$ cat src/rtl/bklight_pixel_compensation.sv
// bklight_pixel_compensation
// Boosts linear RGB pixels by gain = 1023/frame_max so the perceived image is
// unchanged while the backlight is dimmed. The gain is computed once per frame
// by an 18-step restoring divider and committed only outside active video.
// The pixel path is a fixed 3-stage pipeline: register, multiply, round/saturate.
// Optional feature macro: BKLIGHT_GAIN_SMOOTH_EN (temporal IIR on gain commits).
module bklight_pixel_compensation #(
    parameter int DATA_WIDTH = 10,
    parameter int GAIN_FRAC  = 8,
    parameter int MIN_MAX    = 16
) (
    input  logic                            clk,
    input  logic                            reset_n,
    input  logic                            frame_start,
    input  logic [DATA_WIDTH-1:0]           frame_max,
    input  logic                            in_de,
    input  logic                            in_vsync,
    input  logic                            in_hsync,
    input  logic [DATA_WIDTH-1:0]           in_r,
    input  logic [DATA_WIDTH-1:0]           in_g,
    input  logic [DATA_WIDTH-1:0]           in_b,
    output logic                            out_de,
    output logic                            out_vsync,
    output logic                            out_hsync,
    output logic [DATA_WIDTH-1:0]           out_r,
    output logic [DATA_WIDTH-1:0]           out_g,
    output logic [DATA_WIDTH-1:0]           out_b,
    output logic [DATA_WIDTH+GAIN_FRAC-1:0] gain,
    output logic                            gain_busy,
    output logic                            gain_valid
);

    localparam int GW = DATA_WIDTH + GAIN_FRAC;   // gain width
    localparam int PW = DATA_WIDTH + GW;          // product width
    localparam int QW = PW - GAIN_FRAC + 1;       // rounded, unscaled width
    localparam int CW = $clog2(GW);               // division step counter width

    localparam logic [GW-1:0]         DIVIDEND  = GW'((1 << DATA_WIDTH) - 1) << GAIN_FRAC;
    localparam logic [GW-1:0]         UNITY     = GW'(1) << GAIN_FRAC;
    localparam logic [DATA_WIDTH-1:0] MIN_M     = DATA_WIDTH'(MIN_MAX);
    localparam logic [CW-1:0]         LAST_STEP = CW'(GW - 1);
    localparam logic [PW:0]           ROUND     = (PW + 1)'(1) << (GAIN_FRAC - 1);
    localparam logic [QW-1:0]         PIX_MAX   = QW'({DATA_WIDTH{1'b1}});

    typedef enum logic [1:0] {
        IDLE,
        DIV,
        COMMIT
    } state_t;

    // Control / divider state
    state_t                  state_q, state_d;
    logic [CW-1:0]           cnt_q, cnt_d;
    logic [DATA_WIDTH-1:0]   m_q, m_d;
    logic [DATA_WIDTH-1:0]   rem_q, rem_d;
    logic [GW-1:0]           quot_q, quot_d;
    logic [GW-1:0]           gain_q, gain_d;
    logic                    gain_valid_q, gain_valid_d;
    logic [DATA_WIDTH:0]     trial;
    logic [DATA_WIDTH:0]     diff;
    logic [GW-1:0]           commit_gain;

    // Pixel pipeline: index 0 = R, 1 = G, 2 = B; sync bits are {de, vsync, hsync}
    logic [2:0][DATA_WIDTH-1:0] s1_pix_q, s1_pix_d;
    logic [2:0]                 s1_sync_q, s1_sync_d;
    logic [2:0][PW-1:0]         s2_prod_q, s2_prod_d;
    logic [2:0]                 s2_sync_q, s2_sync_d;
    logic [2:0][DATA_WIDTH-1:0] out_pix_q, out_pix_d;
    logic [2:0]                 out_sync_q, out_sync_d;

    // Round half up, drop the fractional bits, clamp to full scale
    function automatic logic [DATA_WIDTH-1:0] round_sat(input logic [PW-1:0] prod);
        logic [PW:0]   rounded;
        logic [QW-1:0] q;
        rounded = {1'b0, prod} + ROUND;
        q       = rounded[PW:GAIN_FRAC];
        if (q > PIX_MAX) begin
            return {DATA_WIDTH{1'b1}};
        end
        return q[DATA_WIDTH-1:0];
    endfunction

`ifdef BKLIGHT_GAIN_SMOOTH_EN
    logic [GW+1:0] smooth_sum;

    // Temporal IIR: new gain = (3*old + quotient + 2) / 4
    always_comb begin
        smooth_sum  = {1'b0, gain_q, 1'b0} + {2'b00, gain_q} + {2'b00, quot_q} + (GW + 2)'(2);
        commit_gain = smooth_sum[GW+1:2];
    end
`else
    assign commit_gain = quot_q;
`endif

    // Gain FSM: latch divisor, restoring division MSB first, commit during blanking
    always_comb begin
        // NOTE: every signal driven here gets a default first, so no path can infer a latch.
        state_d      = state_q;
        cnt_d        = cnt_q;
        m_d          = m_q;
        rem_d        = rem_q;
        quot_d       = quot_q;
        gain_d       = gain_q;
        gain_valid_d = 1'b0;
        trial        = {rem_q, DIVIDEND[cnt_q]};
        diff         = trial - {1'b0, m_q};

        if (frame_start) begin
            // A new frame always (re)starts the division; any run in flight is dropped.
            state_d = DIV;
            cnt_d   = LAST_STEP;
            m_d     = (frame_max < MIN_M) ? MIN_M : frame_max;
            rem_d   = '0;
            quot_d  = '0;
        end else begin
            case (state_q)
                IDLE: begin
                end
                DIV: begin
                    if (trial >= {1'b0, m_q}) begin
                        rem_d  = diff[DATA_WIDTH-1:0];
                        quot_d = {quot_q[GW-2:0], 1'b1};
                    end else begin
                        rem_d  = trial[DATA_WIDTH-1:0];
                        quot_d = {quot_q[GW-2:0], 1'b0};
                    end
                    if (cnt_q == '0) begin
                        state_d = COMMIT;
                    end else begin
                        cnt_d = cnt_q - CW'(1);
                    end
                end
                COMMIT: begin
                    // Hold the new gain back until active video ends: no mid-line step.
                    if (!in_de) begin
                        gain_d       = commit_gain;
                        gain_valid_d = 1'b1;
                        state_d      = IDLE;
                    end
                end
                default: begin
                    state_d = IDLE;
                end
            endcase
        end
    end

    // Control and divider registers; gain resets to unity
    always_ff @(posedge clk or negedge reset_n) begin
        if (!reset_n) begin
            state_q      <= IDLE;
            cnt_q        <= '0;
            m_q          <= '0;
            rem_q        <= '0;
            quot_q       <= '0;
            gain_q       <= UNITY;
            gain_valid_q <= 1'b0;
        end else begin
            // NOTE: non-blocking assignments so every flop samples pre-edge values.
            state_q      <= state_d;
            cnt_q        <= cnt_d;
            m_q          <= m_d;
            rem_q        <= rem_d;
            quot_q       <= quot_d;
            gain_q       <= gain_d;
            gain_valid_q <= gain_valid_d;
        end
    end

    // Pixel datapath: S1 capture, S2 multiply by the current gain, S3 round/saturate
    always_comb begin
        s1_pix_d[0] = in_r;
        s1_pix_d[1] = in_g;
        s1_pix_d[2] = in_b;
        s1_sync_d   = {in_de, in_vsync, in_hsync};
        s2_sync_d   = s1_sync_q;
        out_sync_d  = s2_sync_q;
        for (int c = 0; c < 3; c++) begin
            s2_prod_d[c] = PW'(s1_pix_q[c]) * PW'(gain_q);
            out_pix_d[c] = round_sat(s2_prod_q[c]);
        end
    end

    // Pipeline registers; never stall
    always_ff @(posedge clk or negedge reset_n) begin
        if (!reset_n) begin
            // NOTE: the datapath is reset too, so outputs read as zero straight out of reset.
            s1_pix_q   <= '0;
            s1_sync_q  <= '0;
            s2_prod_q  <= '0;
            s2_sync_q  <= '0;
            out_pix_q  <= '0;
            out_sync_q <= '0;
        end else begin
            s1_pix_q   <= s1_pix_d;
            s1_sync_q  <= s1_sync_d;
            s2_prod_q  <= s2_prod_d;
            s2_sync_q  <= s2_sync_d;
            out_pix_q  <= out_pix_d;
            out_sync_q <= out_sync_d;
        end
    end

    assign out_r      = out_pix_q[0];
    assign out_g      = out_pix_q[1];
    assign out_b      = out_pix_q[2];
    assign out_de     = out_sync_q[2];
    assign out_vsync  = out_sync_q[1];
    assign out_hsync  = out_sync_q[0];
    assign gain       = gain_q;
    assign gain_valid = gain_valid_q;
    assign gain_busy  = (state_q != IDLE);

endmodule
$ cat config.mk
export PLATFORM = sky130hd
export DESIGN_NAME = bklight_pixel_compensation
export DESIGN_NICKNAME = d
export VERILOG_FILES = /design/src/rtl/bklight_pixel_compensation.sv
export SDC_FILE = /design/constraint.sdc
export NUM_CORES = 1
export LEC_CHECK = 0
export ABC_AREA = 1
export CAP_MARGIN = 20
export CORE_MARGIN = 2
export CORE_UTILIZATION = 57
export CTS_CLUSTER_DIAMETER = 50
export DETAILED_ROUTE_END_ITERATION = 16
export PLACE_DENSITY = 0.79
export SYNTH_ARGS = -nofsm -noshare
export SYNTH_HDL_FRONTEND = slang
export SYNTH_SLANG_ARGS = --single-unit
$ cat constraint.sdc
create_clock -name clk -period 7.58 [get_ports clk]
set_clock_uncertainty 0.1 [all_clocks]
set_input_delay 1.516 -clock clk [delete_from_list [all_inputs] [get_ports clk]]
set_output_delay 1.516 -clock clk [all_outputs]
set_load 0.01 [all_outputs]
==> flow_summary.toml, run 1 <==
[cells_and_area]
drive_above_1_share = 0.0271
area_delta_synth_final_pct = 7.64
multi_input_area_mm2 = 0.0180
nFillCells = 4101
num_antenna_cells = 0
fin_nets = 4146
regArea_mm2 = 0.00491

[synthesis]
syn-num-nets = 4135
synthDominantCellAreaShare = 0.283
syn_inst = 3515
syn_area_mm2 = 0.0266
synthArstFlopShare = 1.00
synth_edf_count = 0
synth.avg_cell_area_um2 = 7.58
synth_flop_cell = "dfrtp_1"
ys_types = 46
synth_area_leader_cell = "fa_1"
synth_seq_cells = 196
yosysMostFrequentCell = "nand2_1"
ys_warn_count = 0
synth_top_cells_by_count = "1,032 x nand2_1, 843 x inv_1, 376 x fa_1"
synth.area.top_cells = "fa_1 28%, dfrtp_1 18%, nand2_1 15%"
yosysSeqAreaShare = 0.184

[grt]
first_global_vias = 22200
grt.total_usage = 0.272
grt_max_degree = 124
grt_pass1_wl_um = 105000
antenna_found_initial = 0
grt-ovfl-total = 0

[cts]
clock_path_buffers = 2
cts-resized-gates = 0
htreeDepth = 4
numCtsBuffers = 17
worstSkewPairLatency_ps = 510
cts_root_buf = "clkbuf_16"
clk_pin_slew_worst_paths_ps = 80
clock-sinks = 196
post_cts_buffers = 0
cts_tree = "done"
hold_buffers = 0

[floorplan]
die_h_um = 220
ioPinCount = 99
num_rows = 79
dieArea_mm2 = 0.0485
coreArea_mm2 = 0.0464
initial_core_util = 0.575
die-width_um = 220

[power_and_ir_drop]
powerDensity_mw_per_mm2 = 281
ir_drop_uv = 196
cellLeakagePower_nw = 16.6

[critical_path]
worstPathMaxFanout = 21
required_ps = 7930
cp_common_cell = "fa_1"
cp-end-kind = "flop"
rrSetupSlack_ps = 1930
crit_chain = "buf_4 -> nand2_1 -> fa_1 -> inv_1 -> fa_1 -> fa_1 -> fa_1 -> inv_1 -> fa_1 -> inv_1 -> ha_1 -> nand2_1 -> nor2_1 -> inv_1 -> nor3_1 -> nand4_1 -> nand3_1 -> nand2_1 -> nand2_1"
cp_slowest_stage_delay_ps = 1000
crit_type = "flop to flop"
cpMaxStageDelayCell = "dfrtp_1"
ff2ff_path_depth = 19
worstReg2RegEnd = "s2_prod_q[79]$_DFF_PN0_"
cp.arrival_ps = 6000
start_kind = "flop"
r2r-start = "gain[14]$_DFFE_PN0P_"

[outcome]
outcome = "completed"

[routing]
via_per_inst = 5.21
first_pass_iters = 6
routed_wl_um = 60900
antenna_left = 0
num_vias = 21600
wire_per_inst_um = 14.7
drc = 0
drtIter0Drc = 1710

[timing]
min_period_ps = 5650
setup_violations = 0
setup_tns_ps = 0
period_share = 0.745
fmax_ghz = 0.177
drv_slew = 0
finalHoldViolCount = 0
rsz0062_at_grt = "false"
relSlewSlack = 0.250
whs_ps = 253
tightest_slew_ps = 1130

[min_path]
hold_path.startpoint = "s1_sync_q[0]$_DFF_PN0_"
hold_depth = 0
hold_class = "flop to flop"
worst_hold_path.endpoint = "out_sync_d[0]$_DFF_PN0_"

[placement]
io_buffers = 98
dpl.hpwl_um = 48000
gp_congestion = 0.952

[run]
maxCapViolCount = 0
-- final cells by class --
cell class | count | area share
sequential | 196 | 0.171
clock buffer | 18 | 0.0150
inverter | 856 | 0.112
tap | 607 | 0.0265
multi-input combinational | 2339 | 0.629
timing repair buffer | 116 | 0.0395
clock inverter | 14 | 0.00707
-- metal layers --
metal	share of wire	vias to the layer above	GRT usage
met5	0	-	0
met4	0.025	0	0.101
met3	0.068	121	0.0392
met2	0.49	731	0.470
met1	0.41	10400	0.348
li1	-	10400	-
-- registers in the layout (all words and copies together) (netlist names) --
signal	flops
gain	18
out_r	10
gain_valid	1
out_sync_d	3
m_q	10
commit_gain	18
state_q	2
cnt_q	5
s2_prod_q	63
rem_q	10
out_g	10
s1_sync_q	3
out_sync_q	3
s1_pix_q	30
out_b	10
-- critical path: cells and delay by family (launching register included) --
| kind | cells | cell delay (ps) |
|---|---|---|
| flip-flops | 1 | 1000 |
| adder cells (fa/ha/maj) | 6 | 2930 |
| AND/OR/NAND/NOR | 8 | 940 |
| buffers and inverters | 5 | 600 |
-- cells in the final DEF (no fill, tap or decap), types with 9 or more instances in the layout --
| cell | n |
|---|---|
| a21o_1 | 9 |
| a21oi_1 | 94 |
| buf_4 | 17 |
| clkbuf_16 | 17 |
| clkdlybuf4s50_1 | 97 |
| dfrtp_1 | 195 |
| fa_1 | 376 |
| ha_1 | 198 |
| inv_1 | 843 |
| nand2_1 | 1032 |
| nand3_1 | 98 |
| nand4_1 | 55 |
| nor2_1 | 183 |
| nor2_4 | 17 |
| nor3_1 | 30 |
| o21ai_0 | 72 |
| o21ai_1 | 10 |
| o21bai_1 | 16 |
| o22ai_1 | 20 |
| xnor2_1 | 36 |
| xor2_1 | 49 |
-- stage by stage --
step	instance area [um2]	setup slack (ps)	std cells	utilization	total power [W]
3_5_place_dp	28000	1970	4114	0.605	0.00708
2_1_floorplan	26600	2640	3515	-	0.00569
4_1_cts	28700	1960	4146	0.618	0.00811
3_3_place_gp	28000	2000	4114	0.605	0.00698
5_1_grt	28700	1540	4146	0.618	0.00900
6_report	28700	1930	4146	0.618	0.00805
-- where the power goes --
group	switching [W]	internal, W
clock	0.000495	0.000484
combinational	0.00340	0.00201
sequential	0.000347	0.00131
total	0.00424	0.00380
-- worst max-delay path by stage --
stage                     slack, ps                 endpoint                 start
after floorplan                2640  s2_prod_q[80]$_DFF_PN0_   gain[0]$_DFFE_PN0P_
after global placement         2000  s2_prod_q[83]$_DFF_PN0_  gain[11]$_DFFE_PN0P_
after detailed placement       1970  s2_prod_q[79]$_DFF_PN0_  gain[14]$_DFFE_PN0P_
after CTS                      1960  s2_prod_q[79]$_DFF_PN0_  gain[14]$_DFFE_PN0P_
after global routing           1540  s2_prod_q[79]$_DFF_PN0_  gain[14]$_DFFE_PN0P_
final                          1930  s2_prod_q[79]$_DFF_PN0_  gain[14]$_DFFE_PN0P_
-- cell families (layout without fill, tap and decap cells) --
kind of cell,count (synthesis),in the layout,share of synthesized area
AOI/OAI and AO/OA,236,236,0.0492
xor gates and xnor gates,85,85,0.0280
adders and majority gates,574,574,0.376
buffers and inverters,980,1004,0.139
DFF,196,196,0.184
and+or+nand+nor,1444,1444,0.224
Power figures use the tool's default switching activity.
==> run 2, diff against run 1 <==
==> constraint.sdc (replaced) <==
create_clock -name clk -period 5.65 [get_ports clk]
set_clock_uncertainty 0.1 [all_clocks]
set_input_delay 1.13 -clock clk [delete_from_list [all_inputs] [get_ports clk]]
set_output_delay 1.13 -clock clk [all_outputs]
set_load 0.01 [all_outputs]
==> run 2 against run 1 <==
Clock power increased by 41%. Flip-flop and latch count unchanged. Die area stayed put. Cell count grew 1.1%. Sequential share of layout area decreased by 0.19 points. Largest power group unchanged. Core utilization rose by 0.92 points. Global-route usage up 0.70 points. Via count increased by 1.3%.
==> flow_summary.toml, run 2 (synthesized netlist as in run 1, its figures left out) <==
[timing]
finalHoldViolCount = 0
drv_slew = 0
setup_violations = 0
setup_tns_ps = 0
min_period_ps = 5330
rsz0062_at_grt = "false"
fmax_ghz = 0.188
period_share = 0.943
fin_ws_ps = 320
tightest_slew_ps = 1080
relSlewSlack = 0.276

[cells_and_area]
largest_reg_flops = 63
area_delta_synth_final_pct = 9.24
stdcell_count = 4192
fin_nets = 4192
drive_above_1_share = 0.0427
final_cell_mix = "1,032 x nand2_1, 843 x inv_1, 376 x fa_1"
num_antenna_cells = 0
top_regs = "s2_prod_q (63), s1_pix_q (30)"
top_register = "s2_prod_q"
nFillCells = 4041
mostFrequentLayoutCell = "nand2_1"

[grt]
grt.total_usage = 0.279
grt_pass1_wl_um = 108000
grt-ovfl-total = 0
gr-max-usage-layer = "met2"
grt_max_degree = 121
grt_util_met1 = 0.354
first_global_vias = 22600
use_met3 = 0.0555
met2_usage = 0.481
antenna_found_initial = 0

[routing]
routed_wl_um = 62400
drtIter0Drc = 1526
drc = 0
num_vias = 21900
via_per_inst = 5.22
wire_per_inst_um = 14.9
first_pass_iters = 6
antenna_left = 0

[cts]
hold_buffers = 0
clock-sinks = 196
clk_pin_slew_worst_paths_ps = 90
cts_root_buf = "clkbuf_16"
worstSkewPairLatency_ps = 520
cts_tree = "done"
htreeDepth = 4
clock_path_buffers = 2
numCtsBuffers = 17

[power_and_ir_drop]
cellLeakagePower_nw = 16.8
ir_drop_uv = 265
powerDensity_mw_per_mm2 = 377

[placement]
gp_congestion = 0.937
io_buffers = 98
placedCellCount = 4159
dpl.hpwl_um = 49600
place_ws_ps = 337

[min_path]
hold_class = "flop to flop"

[critical_path]
cp.arrival_ps = 5640
worstPathMaxFanout = 10
required_ps = 5960
crit_type = "flop to flop"
start_kind = "flop"
cp-end-kind = "flop"

[floorplan]
die_h_um = 220
ioPinCount = 99
coreArea_mm2 = 0.0464
die-width_um = 220
initial_core_util = 0.575
dieArea_mm2 = 0.0485
num_rows = 79

[run]
maxCapViolCount = 0

[outcome]
outcome = "completed"
==> run 2: cell types whose count changed in the layout (fill, tap and decap cells not counted), sizes merged <==
cell	before	now
clkbuf	19	18
bufinv	1	0
clkinv	13	14
inv	856	857
buf	18	64
==> run 2: per-layer routing <==
metal / vias to the layer above / part of all wire
li1: 10500 / -
met1: 10500 / 0.41
met2: 744 / 0.49
met3: 131 / 0.070
met4: 0 / 0.026
met5: - / 0
==> run 2: power by group <==
| group | switching (W) | leakage, nW | internal (W) | total (W) |
|---|---|---|---|---|
| combinational | 0.00467 | 14.2 | 0.00274 | 0.00741 |
| clock | 0.000745 | 0.321 | 0.000634 | 0.00138 |
| sequential | 0.000407 | 2.32 | 0.00176 | 0.00217 |
| total | 0.00582 | 16.8 | 0.00513 | 0.0110 |
==> run 2: final cells by class <==
cell class	count	area (um2)	area share
Clock buffer	17	425	0.0146
Clock inverter	15	241	0.00830
Inverter	856	3210	0.110
Multi-Input combinational cell	2339	18000	0.620
Sequential cell	196	4920	0.169
Tap cell	607	759	0.0261
Timing Repair Buffer	162	1510	0.0518
==> run 2: critical path, stage by stage (launching register included) <==
cell     delay [ps]
dfrtp_1         680
buf_4           240
nand2_1          70
fa_1            530
inv_1            50
fa_1            520
fa_1            440
fa_1            550
inv_1            50
fa_1            520
inv_1            40
ha_1            380
nand2_1         120
nor2_1          190
inv_1           110
nor3_1          250
nand4_1         180
nand4_1         120
nand2_1          60
==> run 2: final timing paths <==
path	from	endpoint	slack (ps)	cells after the start
worst max-delay path	s1_pix_q[22]$_DFF_PN0_	s2_prod_q[79]$_DFF_PN0_	320	18
worst min register to register	out_sync_d[1]$_DFF_PN0_	out_sync_q[1]$_DFF_PN0_	250	0
max in group asynchronous	reset_n	out_g[2]$_DFF_PN0_	3820	2
worst max register to register	s1_pix_q[22]$_DFF_PN0_	s2_prod_q[79]$_DFF_PN0_	320	18
min in group asynchronous	reset_n	out_sync_d[2]$_DFF_PN0_	530	1
worst min-delay path	out_sync_d[1]$_DFF_PN0_	out_sync_q[1]$_DFF_PN0_	250	0
==> run 2: timing repair <==
item	4_1_cts	5_1_grt
endpoints found under the setup margin	0	5
gates resized for setup	0	11
setup buffers	0	1
==> run 2: through the flow <==
step                      cell area (um2)   util  power (W)  hold WS, ps
final                               29100  0.628     0.0110          254
after global routing                29100  0.628     0.0122          265
after CTS                           29100  0.627     0.0110          256
after detailed placement            28400  0.613    0.00955          235
after global placement              28400  0.613    0.00943          232
after floorplan                     26600      -    0.00764          231
==> run 3, diff against run 2 <==
--- a/config.mk
+++ b/config.mk
@@ -8,10 +8,10 @@
 export ABC_AREA = 1
 export CAP_MARGIN = 20
 export CORE_MARGIN = 2
-export CORE_UTILIZATION = 57
+export CORE_UTILIZATION = 44
 export CTS_CLUSTER_DIAMETER = 50
 export DETAILED_ROUTE_END_ITERATION = 16
-export PLACE_DENSITY = 0.79
+export PLACE_DENSITY = 0.65
 export SYNTH_ARGS = -nofsm -noshare
 export SYNTH_HDL_FRONTEND = slang
 export SYNTH_SLANG_ARGS = --single-unit
==> run 3 against run 2 <==
Cell count increased by 4.4%. Cell area increased by 1.2%. Non-clock buffer count increased by 11. Combinational power about the same. Maximum frequency decreased by 1.1%. First-iteration DRC count decreased by 15%. Via count decreased by 1.8%. Critical path depth decreased by 1. Global-route usage decreased by 6.2 points. Hold slack about the same.
==> flow_summary.toml, run 3 (synthesized netlist as in run 1, its figures left out) <==
[power_and_ir_drop]
ir_drop_uv = 257
powerDensity_mw_per_mm2 = 373
cellLeakagePower_nw = 16.9

[cells_and_area]
nFillCells = 5920
top_register = "s2_prod_q"
multi_input_area_mm2 = 0.0180
drive_above_1_share = 0.0439
regArea_mm2 = 0.00491
mostFrequentLayoutCell = "nand2_1"
final_cell_mix = "1,032 x nand2_1, 843 x inv_1, 376 x fa_1"
num_antenna_cells = 0
fin_nets = 4203
largest_reg_flops = 63
top_regs = "s2_prod_q (63), s1_pix_q (30)"
area_delta_synth_final_pct = 10.5

[cts]
htreeDepth = 4
cts_tree = "done"
worstSkewPairLatency_ps = 520
clock_path_buffers = 2
hold_buffers = 0
cts_root_buf = "clkbuf_16"
numCtsBuffers = 17
clock-sinks = 196
clk_pin_slew_worst_paths_ps = 100
post_cts_buffers = 0

[grt]
first_global_vias = 22400
grt-ovfl-total = 0
grt_max_degree = 118
grt_pass1_wl_um = 110000
grt.total_usage = 0.217
antenna_found_initial = 1

[routing]
antenna_left = 0
wire_per_inst_um = 14.5
via_per_inst = 4.91
drtIter0Drc = 1296
num_vias = 21500
drc = 0
first_pass_iters = 7
routed_wl_um = 63400

[timing]
whs_ps = 254
drv_slew = 0
fin_ws_ps = 260
fmax_ghz = 0.186
min_period_ps = 5390
finalHoldViolCount = 0
period_share = 0.954
tightest_slew_ps = 1020
setup_violations = 0
rsz0062_at_grt = "false"
setup_tns_ps = 0
relSlewSlack = 0.318

[floorplan]
die_h_um = 250
num_rows = 90
dieArea_mm2 = 0.0625
ioPinCount = 99
coreArea_mm2 = 0.0601
die-width_um = 250
initial_core_util = 0.443

[critical_path]
crit_type = "flop to flop"
rrSetupSlack_ps = 260
start_kind = "flop"
worstPathMaxFanout = 11
cp-end-kind = "flop"
required_ps = 5970
worstReg2RegEnd = "s2_prod_q[80]$_DFF_PN0_"
ff2ff_path_depth = 17
r2r-start = "s1_pix_q[22]$_DFF_PN0_"
cp.arrival_ps = 5710

[placement]
dpl.hpwl_um = 51100
io_buffers = 98
place_ws_ps = 273
gp_congestion = 0.925

[outcome]
outcome = "completed"

[min_path]
worst_hold_path.endpoint = "out_sync_q[2]$_DFF_PN0_"
hold_path.startpoint = "out_sync_d[2]$_DFF_PN0_"
hold_depth = 0
hold_class = "flop to flop"

[run]
maxCapViolCount = 0
-- run 3: changes by cell type in the layout (fill, tap and decap cells not counted), moves of 2 or more --
cell and change:
buf_12 +5, dfrtp_2 -6, buf_4 +7, inv_12 +2
dfrtp_1 +6
-- run 3: final cells by class --
| class | instances | share of cell area |
|---|---|---|
| inverters | 856 | 0.109 |
| repair buffers | 173 | 0.0560 |
| well taps | 782 | 0.0332 |
| multi-input cells | 2339 | 0.612 |
| clock inverters | 15 | 0.00807 |
| clock buffers | 17 | 0.0144 |
| flip-flops and latches | 196 | 0.167 |
-- run 3: where the power goes --
part | internal, W | switching (W) | leakage [nW]
Clock | 0.000634 | 0.000748 | 0.319
Sequential | 0.00176 | 0.000415 | 2.33
Combinational | 0.00275 | 0.00467 | 14.2
Total | 0.00514 | 0.00584 | 16.9
-- run 3: metrics by stage --
stage / util / cell area, um2 / power, W / cells
after CTS: 0.490 / 29400 / 0.0111 / 4378
after global placement: 0.478 / 28800 / 0.00960 / 4346
final: 0.490 / 29400 / 0.0110 / 4378
after detailed placement: 0.478 / 28800 / 0.00965 / 4346
after floorplan: - / 26600 / 0.00764 / 3515
after global routing: 0.490 / 29400 / 0.0124 / 4378
-- run 3: timing repair --
item,in CTS,in global routing
setup endpoints to repair,0,7
endpoints found under the hold margin,0,0
resized for setup,0,4
-- run 3: critical path, cell delays in order, from the launching register on --
cell and delay, ps:
dfrtp_1 730, buf_4 230, nand2_1 70, fa_1 520, inv_1 60, fa_1 520
fa_1 440, fa_1 550, inv_1 60, fa_1 530, inv_1 40, ha_1 360
a21oi_1 290, o21ai_0 210, a211oi_1 360, nand2_1 90, nand2_1 60, nand2_1 50
-- run 3: worst max-delay path by stage --
| stage | startpoint | to | slack (ps) | cells past startpoint |
|---|---|---|---|---|
| 3_5_place_dp | gain[4]$_DFFE_PN0P_ | s2_prod_q[75]$_DFF_PN0_ | 270 | 18 |
| 3_3_place_gp | gain[2]$_DFFE_PN0P_ | s2_prod_q[75]$_DFF_PN0_ | 300 | 20 |
| 5_1_grt | s1_pix_q[22]$_DFF_PN0_ | s2_prod_q[80]$_DFF_PN0_ | 5 | 17 |
| 2_1_floorplan | gain[0]$_DFFE_PN0P_ | s2_prod_q[80]$_DFF_PN0_ | 710 | 20 |
| 4_1_cts | gain[4]$_DFFE_PN0P_ | s2_prod_q[75]$_DFF_PN0_ | 270 | 18 |
| 6_report | s1_pix_q[22]$_DFF_PN0_ | s2_prod_q[80]$_DFF_PN0_ | 260 | 17 |
-- run 3: layer usage --
metal,vias to the layer above,GRT usage,wire (um)
met5,-,0,0
met4,0,0.0583,1180
met3,81,0.0395,3210
met2,462,0.363,30100
met1,10400,0.291,28900
li1,10500,-,-
